$ cat config.mk
export PLATFORM = sky130hd
export DESIGN_NAME = frame_level_meter_flat
export DESIGN_NICKNAME = d
export VERILOG_FILES = /design/src/rtl/frame_level_meter_if.sv /design/src/rtl/frame_level_meter.sv /design/src/flat_wrapper.sv
export SDC_FILE = /design/constraint.sdc
export NUM_CORES = 1
export LEC_CHECK = 0
export CAP_MARGIN = 40
export CORE_ASPECT_RATIO = 0.5
export CORE_MARGIN = 1.5
export CORE_UTILIZATION = 54
export CTS_BUF_LIST = sky130_fd_sc_hd__clkbuf_4
export DETAILED_ROUTE_END_ITERATION = 10
export GPL_TIMING_DRIVEN = 0
export HOLD_SLACK_MARGIN = 0.06
export PLACE_DENSITY = 0.82
export SYNTH_ARGS = -nofsm -noshare
export SYNTH_HDL_FRONTEND = slang
export SYNTH_SLANG_ARGS = --single-unit
$ cat constraint.sdc
create_clock -name clk_25 -period 8.89 [get_ports clk_25]
set_input_delay 1.778 -clock clk_25 [delete_from_list [all_inputs] [get_ports clk_25]]
set_output_delay 1.778 -clock clk_25 [all_outputs]
set_load 0.05 [all_outputs]
$ cat src/rtl/frame_level_meter_if.sv
// ---------------------------------------------------------------------------
// frame_level_meter_if
//   Bundle between mic_sampler (master) and frame_level_meter (slave).
//   done          : frame-ready level; a rising edge marks a new frame
//   s0..s15       : 18-bit signed samples, valid on the cycle done rises
//   leds          : 10-LED log bar graph with peak dot (leds[0] = lowest)
//   frame_valid   : one-cycle pulse when leds updates
//   ovr           : sticky flag, a frame was dropped while busy
// ---------------------------------------------------------------------------
interface frame_level_meter_if;
  logic               done;
  logic signed [17:0] s0,  s1,  s2,  s3,  s4,  s5,  s6,  s7;
  logic signed [17:0] s8,  s9,  s10, s11, s12, s13, s14, s15;
  logic [9:0]         leds;
  logic               frame_valid;
  logic               ovr;

  modport master (
    output done,
    output s0, s1, s2, s3, s4, s5, s6, s7, s8, s9, s10, s11, s12, s13, s14, s15,
    input  leds, frame_valid, ovr
  );

  modport slave (
    input  done,
    input  s0, s1, s2, s3, s4, s5, s6, s7, s8, s9, s10, s11, s12, s13, s14, s15,
    output leds, frame_valid, ovr
  );
endinterface

$ cat src/rtl/frame_level_meter.sv
// ---------------------------------------------------------------------------
// frame_level_meter
//   Per captured microphone frame: mean absolute amplitude over 16 cycles,
//   peak-hold with exponential decay, and a 10-LED log-scale bar graph with
//   a peak dot.
//   clk_25 : 25 MHz system clock
//   rst_n  : asynchronous active-low reset
//   bus    : frame_level_meter_if.slave (done, s0..s15 in; leds,
//            frame_valid, ovr out)
//   LED k lights when the value reaches 2^(THR_BASE+k).
// ---------------------------------------------------------------------------
module frame_level_meter #(
  parameter int THR_BASE    = 8,
  parameter int HOLD_FRAMES = 2,
  parameter int DECAY_SHIFT = 1
) (
  input logic                 clk_25,
  input logic                 rst_n,
  frame_level_meter_if.slave  bus
);

  typedef enum logic [1:0] {IDLE, ACCUM, SCALE, UPDATE} state_t;

  state_t             r_state;
  state_t             w_state_nxt;

  logic               r_done_q;
  logic               w_capture;

  logic signed [17:0] w_samples [16];
  logic signed [17:0] r_snap    [16];

  logic [21:0]        r_sum;
  logic [3:0]         r_idx;
  logic [17:0]        r_avg;
  logic [17:0]        r_peak;
  logic [3:0]         r_hold;
  logic [9:0]         r_leds;
  logic               r_frame_valid;
  logic               r_ovr;

  logic [17:0]        w_cur;
  logic [17:0]        w_mag;
  logic [17:0]        w_avg_now;
  logic [17:0]        w_peak_dec;
  logic [9:0]         w_bar;
  logic [9:0]         w_dot;

  assign w_samples[0]  = bus.s0;
  assign w_samples[1]  = bus.s1;
  assign w_samples[2]  = bus.s2;
  assign w_samples[3]  = bus.s3;
  assign w_samples[4]  = bus.s4;
  assign w_samples[5]  = bus.s5;
  assign w_samples[6]  = bus.s6;
  assign w_samples[7]  = bus.s7;
  assign w_samples[8]  = bus.s8;
  assign w_samples[9]  = bus.s9;
  assign w_samples[10] = bus.s10;
  assign w_samples[11] = bus.s11;
  assign w_samples[12] = bus.s12;
  assign w_samples[13] = bus.s13;
  assign w_samples[14] = bus.s14;
  assign w_samples[15] = bus.s15;

  // A frame starts only on a rising edge of done; a level held high is ignored.
  assign w_capture = bus.done & ~r_done_q;

  // Magnitude as 18-bit unsigned: -131072 negates to 2^17, which still fits.
  assign w_cur      = r_snap[r_idx];
  assign w_mag      = w_cur[17] ? (~w_cur + 18'd1) : w_cur;
  assign w_avg_now  = r_sum[21:4];
  assign w_peak_dec = r_peak >> DECAY_SHIFT;

  // ---------------------------------------------------------------------------
  // FSM: state register + next-state logic
  // ---------------------------------------------------------------------------
  always_ff @(posedge clk_25 or negedge rst_n) begin
    if (!rst_n) r_state <= IDLE;
    else        r_state <= w_state_nxt;
  end

  always_comb begin
    // NOTE: default assigned first so every path drives the signal; no latch.
    w_state_nxt = r_state;
    case (r_state)
      IDLE:    if (w_capture) w_state_nxt = ACCUM;
      ACCUM:   if (r_idx == 4'd15) w_state_nxt = SCALE;
      SCALE:   w_state_nxt = UPDATE;
      UPDATE:  w_state_nxt = IDLE;
      default: w_state_nxt = IDLE;
    endcase
  end

  // ---------------------------------------------------------------------------
  // Display encoding: bar from the frame average, one-hot dot from the peak.
  // The loop runs low to high so the last hit is the highest threshold.
  // ---------------------------------------------------------------------------
  always_comb begin
    w_bar = '0;
    w_dot = '0;
    for (int k = 0; k < 10; k++) begin
      if ({14'd0, r_avg}  >= (32'd1 << (THR_BASE + k))) w_bar[k] = 1'b1;
      if ({14'd0, r_peak} >= (32'd1 << (THR_BASE + k))) w_dot = 10'd1 << k;
    end
  end

  // ---------------------------------------------------------------------------
  // Sample snapshot
  // NOTE: storage array is deliberately not reset; it is always written on
  // capture before it is read, so a reset would only cost flops.
  // ---------------------------------------------------------------------------
  always_ff @(posedge clk_25) begin
    if (r_state == IDLE && w_capture) begin
      for (int k = 0; k < 16; k++) r_snap[k] <= w_samples[k];
    end
  end

  // ---------------------------------------------------------------------------
  // Datapath
  // NOTE: non-blocking assignments throughout so every register samples the
  // pre-edge values of the others, independent of statement order.
  // ---------------------------------------------------------------------------
  always_ff @(posedge clk_25 or negedge rst_n) begin
    if (!rst_n) begin
      r_done_q      <= 1'b0;
      r_sum         <= '0;
      r_idx         <= '0;
      r_avg         <= '0;
      r_peak        <= '0;
      r_hold        <= '0;
      r_leds        <= '0;
      r_frame_valid <= 1'b0;
      r_ovr         <= 1'b0;
    end else begin
      r_done_q      <= bus.done;
      r_frame_valid <= 1'b0;

      // Any new frame arriving outside IDLE (UPDATE included) is dropped.
      if (w_capture && r_state != IDLE) r_ovr <= 1'b1;

      case (r_state)
        IDLE: begin
          if (w_capture) begin
            r_sum <= '0;
            r_idx <= '0;
          end
        end
        ACCUM: begin
          r_sum <= r_sum + {4'd0, w_mag};
          r_idx <= r_idx + 4'd1;
        end
        SCALE: begin
          r_avg <= w_avg_now;
          if (w_avg_now >= r_peak) begin
            r_peak <= w_avg_now;
            r_hold <= 4'(HOLD_FRAMES);
          end else if (r_hold != 4'd0) begin
            r_hold <= r_hold - 4'd1;
          end else if (w_peak_dec != 18'd0) begin
            r_peak <= r_peak - w_peak_dec;
          end else if (r_peak != 18'd0) begin
            // Shift decay has bottomed out; step the last counts down to zero.
            r_peak <= r_peak - 18'd1;
          end
        end
        UPDATE: begin
          r_leds        <= w_bar | w_dot;
          r_frame_valid <= 1'b1;
        end
        default: ;
      endcase
    end
  end

  assign bus.leds        = r_leds;
  assign bus.frame_valid = r_frame_valid;
  assign bus.ovr         = r_ovr;

endmodule
$ cat src/flat_wrapper.sv
// flat-port wrapper written by rule: the top's interface ports become plain ports
module frame_level_meter_flat 
#(
  parameter int THR_BASE    = 8,
  parameter int HOLD_FRAMES = 2,
  parameter int DECAY_SHIFT = 1
)
  (clk_25, rst_n, bus_done, bus_s0, bus_s1, bus_s2, bus_s3, bus_s4, bus_s5, bus_s6, bus_s7, bus_s8, bus_s9, bus_s10, bus_s11, bus_s12, bus_s13, bus_s14, bus_s15, bus_leds, bus_frame_valid, bus_ovr);
  frame_level_meter_if bus_i ();
  input logic clk_25;
  input logic rst_n;
  input wire logic [$bits(bus_i.done)-1:0] bus_done;
  input wire logic [$bits(bus_i.s0)-1:0] bus_s0;
  input wire logic [$bits(bus_i.s1)-1:0] bus_s1;
  input wire logic [$bits(bus_i.s2)-1:0] bus_s2;
  input wire logic [$bits(bus_i.s3)-1:0] bus_s3;
  input wire logic [$bits(bus_i.s4)-1:0] bus_s4;
  input wire logic [$bits(bus_i.s5)-1:0] bus_s5;
  input wire logic [$bits(bus_i.s6)-1:0] bus_s6;
  input wire logic [$bits(bus_i.s7)-1:0] bus_s7;
  input wire logic [$bits(bus_i.s8)-1:0] bus_s8;
  input wire logic [$bits(bus_i.s9)-1:0] bus_s9;
  input wire logic [$bits(bus_i.s10)-1:0] bus_s10;
  input wire logic [$bits(bus_i.s11)-1:0] bus_s11;
  input wire logic [$bits(bus_i.s12)-1:0] bus_s12;
  input wire logic [$bits(bus_i.s13)-1:0] bus_s13;
  input wire logic [$bits(bus_i.s14)-1:0] bus_s14;
  input wire logic [$bits(bus_i.s15)-1:0] bus_s15;
  output wire logic [$bits(bus_i.leds)-1:0] bus_leds;
  output wire logic [$bits(bus_i.frame_valid)-1:0] bus_frame_valid;
  output wire logic [$bits(bus_i.ovr)-1:0] bus_ovr;
  assign bus_i.done = bus_done;
  assign bus_i.s0 = bus_s0;
  assign bus_i.s1 = bus_s1;
  assign bus_i.s2 = bus_s2;
  assign bus_i.s3 = bus_s3;
  assign bus_i.s4 = bus_s4;
  assign bus_i.s5 = bus_s5;
  assign bus_i.s6 = bus_s6;
  assign bus_i.s7 = bus_s7;
  assign bus_i.s8 = bus_s8;
  assign bus_i.s9 = bus_s9;
  assign bus_i.s10 = bus_s10;
  assign bus_i.s11 = bus_s11;
  assign bus_i.s12 = bus_s12;
  assign bus_i.s13 = bus_s13;
  assign bus_i.s14 = bus_s14;
  assign bus_i.s15 = bus_s15;
  assign bus_leds = bus_i.leds;
  assign bus_frame_valid = bus_i.frame_valid;
  assign bus_ovr = bus_i.ovr;
  frame_level_meter #(.THR_BASE(THR_BASE), .HOLD_FRAMES(HOLD_FRAMES), .DECAY_SHIFT(DECAY_SHIFT)) u_core (.clk_25(clk_25), .rst_n(rst_n), .bus(bus_i));
endmodule
==> reports/results.tsv <==
stage	metric	value	unit
status	status	finished, final reports clean	
clock_tree	cts_made_buffers	82	
cells_and_area	multiInputGateArea	5660	sq um
global_routing	gr-total-overflow	0	
placement	port_buffers	302	
clock_tree	cts_max_path_buffers	3	
drt	routedWlPerCell	22.6	um
placement	gp_congestion	0.923	
sta	relSlewSlack	45.6	%
yosys	ys_warn_count	0	
worst_setup_path	required	9.53	ns
drt	drt_iter0_markers	1204	
drt	drc_errors	0	
sta	rsz0062_at_grt	false	
sta	timing.final.crit_share	65.2	%
clock_tree	ctsHoldBuffers	0	
sta	fin_ws	3.10	ns
yosys	ys_ff_latch	361	
pwr	p_leak	7.94	nW
clock_tree	cts_resized	0	
worst_setup_path	crit_fanout	10	
yosys	avgSynthCellArea	15.1	sq um
pwr	power.share.clock	19.0	%
pwr	swShare	39.3	%
sta	clock_skew	0.0589	ns
worst_setup_path	end_kind	flop	
global_routing	antenna_found_initial	4	
sta	holdWs	0.487	ns
drt	vias_per_cell	5.84	
floorplanning	die_y	127	um
pwr	pwr-share-seq	33.2	%
placement	place_hpwl	31.9	mm
yosys	syn_nets	1454	
floorplanning	dieArea	31800	sq um
floorplanning	rows	45	
floorplanning	start_util	54.8	%
cells_and_area	nFillCells	1968	
yosys	synth_edf_count	288	
yosys	synth_top_flop_cell	edfxtp_1	
pwr	p_per_area	329	nW/um^2
min_path	worstHoldPathType	reg2reg	
cells_and_area	ff_latch_area	10500	sq um
sta	worstMarginPinSlew	0.817	ns
clock_tree	cts_root_buf	clkbuf_4	
floorplanning	die_w	251	um
yosys	netlist_area	16600	sq um
sta	hold_viol	0	
drt	via_count	11300	
worst_setup_path	crit_type	reg2reg	
sta	slew_violations	0	
job	cap_violations	0	
pwr	vdd_drop_max	0.000175	V
global_routing	grt_max_degree	126	
global_routing	grt_pass1_vias	11800	
sta	setup_viol	0	
worst_setup_path	cp_common_cell	buf_2	
yosys	ys_seq_area_share	63.3	%
cells_and_area	fin_nets	1843	
clock_tree	clk_pin_slew	0.07	ns
global_routing	grt_usage	28.0	%
clock_tree	cts_setup_buffers	0	
sta	clock.fmax	173	MHz
sta	period_needed	5.79	ns
floorplanning	io-pin-count	303	
worst_setup_path	worst_path_largest_cell_delay	0.40	ns
clock_tree	clock_latency	0.79	ns
worst_setup_path	slowest_stage	buf_2	
pwr	comb_power_share	47.8	%
yosys	async_reset_ff_share	20.2	%
worst_setup_path	path_cells	buf_2 > buf_2 > buf_2 > buf_2 > buf_2 > mux4_2 > nand2_1 > nand2_1 > o21ai_2 > buf_4 > nor2_1 > xor2_1 > ha_1 > nand3b_1 > a21oi_1 > o211ai_1 > a31oi_1 > a21oi_1 > o211a_1 > nor3b_1 > mux2_2	
yosys	synthCells	1096	
floorplanning	coreArea	30200	sq um
drt	wl	43.9	mm
pwr	design_power_total	6.96	mW
placement	place_ws	3.26	ns
drt	ant_nets	0	
global_routing	grt_pass1_wl	66.7	mm
worst_setup_path	start_kind	flop	
worst_setup_path	crit_arrival	6.43	ns
clock_tree	cts.sinks	361	
pwr	switching_power	2.74	mW
pwr	p_int	4.22	mW
clock_tree	cts_htree_levels	3	
clock_tree	cts_tree	yes	
cells_and_area	synthToLayoutAreaGrowth	27.9	%
yosys	synth.distinct_cells	75	
drt	first_pass_iters	5	
cells_and_area	drive_gt1_share	15.7	%
==> routing by layer <==
| layer | GRT usage, % | vias up | part of all wire (%) |
|---|---|---|---|
| met2 | 47.6 | 480 | 51 |
| met5 | 0 | - | 0 |
| met1 | 35.4 | 5689 | 40 |
| met4 | 10.5 | 0 | 2.4 |
| li1 | - | 5070 | - |
| met3 | 6.57 | 89 | 6.6 |
==> final timing paths <==
kind,from,to,slack [ns],depth (start not counted)
max,u_core.r_idx[1],u_core.r_sum[20],3.10,21
min,u_core.bus.ovr,u_core.bus.ovr,0.49,1
max reg2reg,u_core.r_idx[1],u_core.r_sum[20],3.10,21
min reg2reg,u_core.bus.ovr,u_core.bus.ovr,0.49,1
max in group asynchronous,rst_n,u_core.r_peak[3],7.37,2
min in group asynchronous,rst_n,u_core.r_peak[16],0.90,1
==> area by class of cell <==
cell class / count / area share (%)
Tap cell: 399 / 2.36
Antenna cell: 4 / 0.0473
Clock buffer: 119 / 4.22
Timing Repair Buffer: 305 / 14.7
Inverter: 55 / 1.01
Multi-Input combinational cell: 641 / 26.7
Sequential cell: 361 / 49.5
Buffer: 39 / 1.02
Clock inverter: 16 / 0.526
==> critical path: cells and delay by family, from the launching register on <==
family	cells	cell delay (ns)
DFF	1	0.35
adders and majority gates	1	0.35
and+or+nand+nor	5	0.59
xor gates and xnor gates	1	0.15
muxes	2	0.71
AOI/OAI and AO/OA	6	1.55
buffers and inverters	6	1.94
==> cell usage after synthesis, types with 13 or more instances <==
master / count / area share (%)
a22oi_1: 14 / 0.63
mux4_2: 61 / 8.3
nand2_1: 61 / 1.4
nor2_1: 65 / 1.5
mux2i_1: 21 / 1.3
mux2_2: 15 / 1.0
inv_1: 53 / 1.2
xnor2_1: 24 / 1.3
xor2_1: 21 / 1.1
edfxtp_1: 288 / 52
nor3_1: 13 / 0.39
a21oi_1: 67 / 2.0
o21ai_0: 37 / 1.1
clkbuf_1: 20 / 0.45
ha_1: 65 / 4.9
dfrtp_1: 73 / 11
==> metrics by stage <==
step | std cells | TNS, ns | instance area (sq um) | util [%]
floorplan | 1096 | 0 | 16600 | -
global placement | 1797 | -342.57 | 20100 | 66.4
detailed placement | 1800 | 0 | 20200 | 66.7
CTS | 1935 | 0 | 21200 | 70.0
global route | 1939 | 0 | 21200 | 70.0
finish | 1939 | 0 | 21200 | 70.0
==> cell families after synthesis <==
family          synth area share (%)
compound gates                  7.77
xor+xnor                        2.38
fa+ha+maj                       5.15
buf+inv                         2.55
flops                           63.3
mux                             12.3
simple gates                    6.53
==> state kept, by name, indices dropped and copies added (netlist names) <==
name	flops
u_core.r_avg	10
u_core.r_done_q	1
u_core.r_idx	4
u_core.bus.leds	10
u_core.r_state	2
u_core.r_hold	4
u_core.r_peak	18
u_core.bus.ovr	1
u_core.bus.frame_valid	1
u_core.r_sum	22
u_core.r_snap	288
==> cells in the final DEF (no fill, tap or decap), types with 6 or more instances in the layout <==
| cell type | netlist | routed |
|---|---|---|
| xnor2_1 | 24 | 24 |
| a21o_1 | 9 | 9 |
| clkdlybuf4s50_1 | 0 | 301 |
| nor2_1 | 65 | 65 |
| clkbuf_4 | 0 | 119 |
| xor2_1 | 21 | 21 |
| nor4_1 | 6 | 6 |
| inv_1 | 53 | 52 |
| mux2_2 | 15 | 15 |
| nand3_1 | 10 | 10 |
| a211oi_1 | 6 | 6 |
| a21oi_1 | 67 | 67 |
| clkbuf_1 | 20 | 20 |
| clkinv_1 | 0 | 9 |
| dfrtp_1 | 73 | 73 |
| nand2b_1 | 6 | 6 |
| a31oi_1 | 11 | 11 |
| and3_1 | 8 | 8 |
| nor2b_1 | 11 | 11 |
| nor3_1 | 13 | 13 |
| edfxtp_1 | 288 | 288 |
| a22oi_1 | 14 | 14 |
| o211ai_1 | 7 | 7 |
| o21ai_0 | 37 | 37 |
| mux4_2 | 61 | 61 |
| nand4_1 | 9 | 9 |
| buf_2 | 10 | 10 |
| nand2_1 | 61 | 61 |
| mux2i_1 | 21 | 21 |
| mux4_1 | 11 | 11 |
| a221oi_1 | 6 | 6 |
| ha_1 | 65 | 65 |
==> power groups by stage <==
| stage | Sequential, mW | Combinational, mW | Clock (mW) |
|---|---|---|---|
| floorplan | 2.40 | 2.34 | 0 |
| global placement | 2.38 | 3.11 | 0 |
| detailed placement | 2.34 | 3.26 | 0 |
| CTS | 2.31 | 3.28 | 1.34 |
| global route | 2.33 | 3.63 | 1.43 |
| finish | 2.31 | 3.33 | 1.32 |
(Power assumes the default switching activity.)
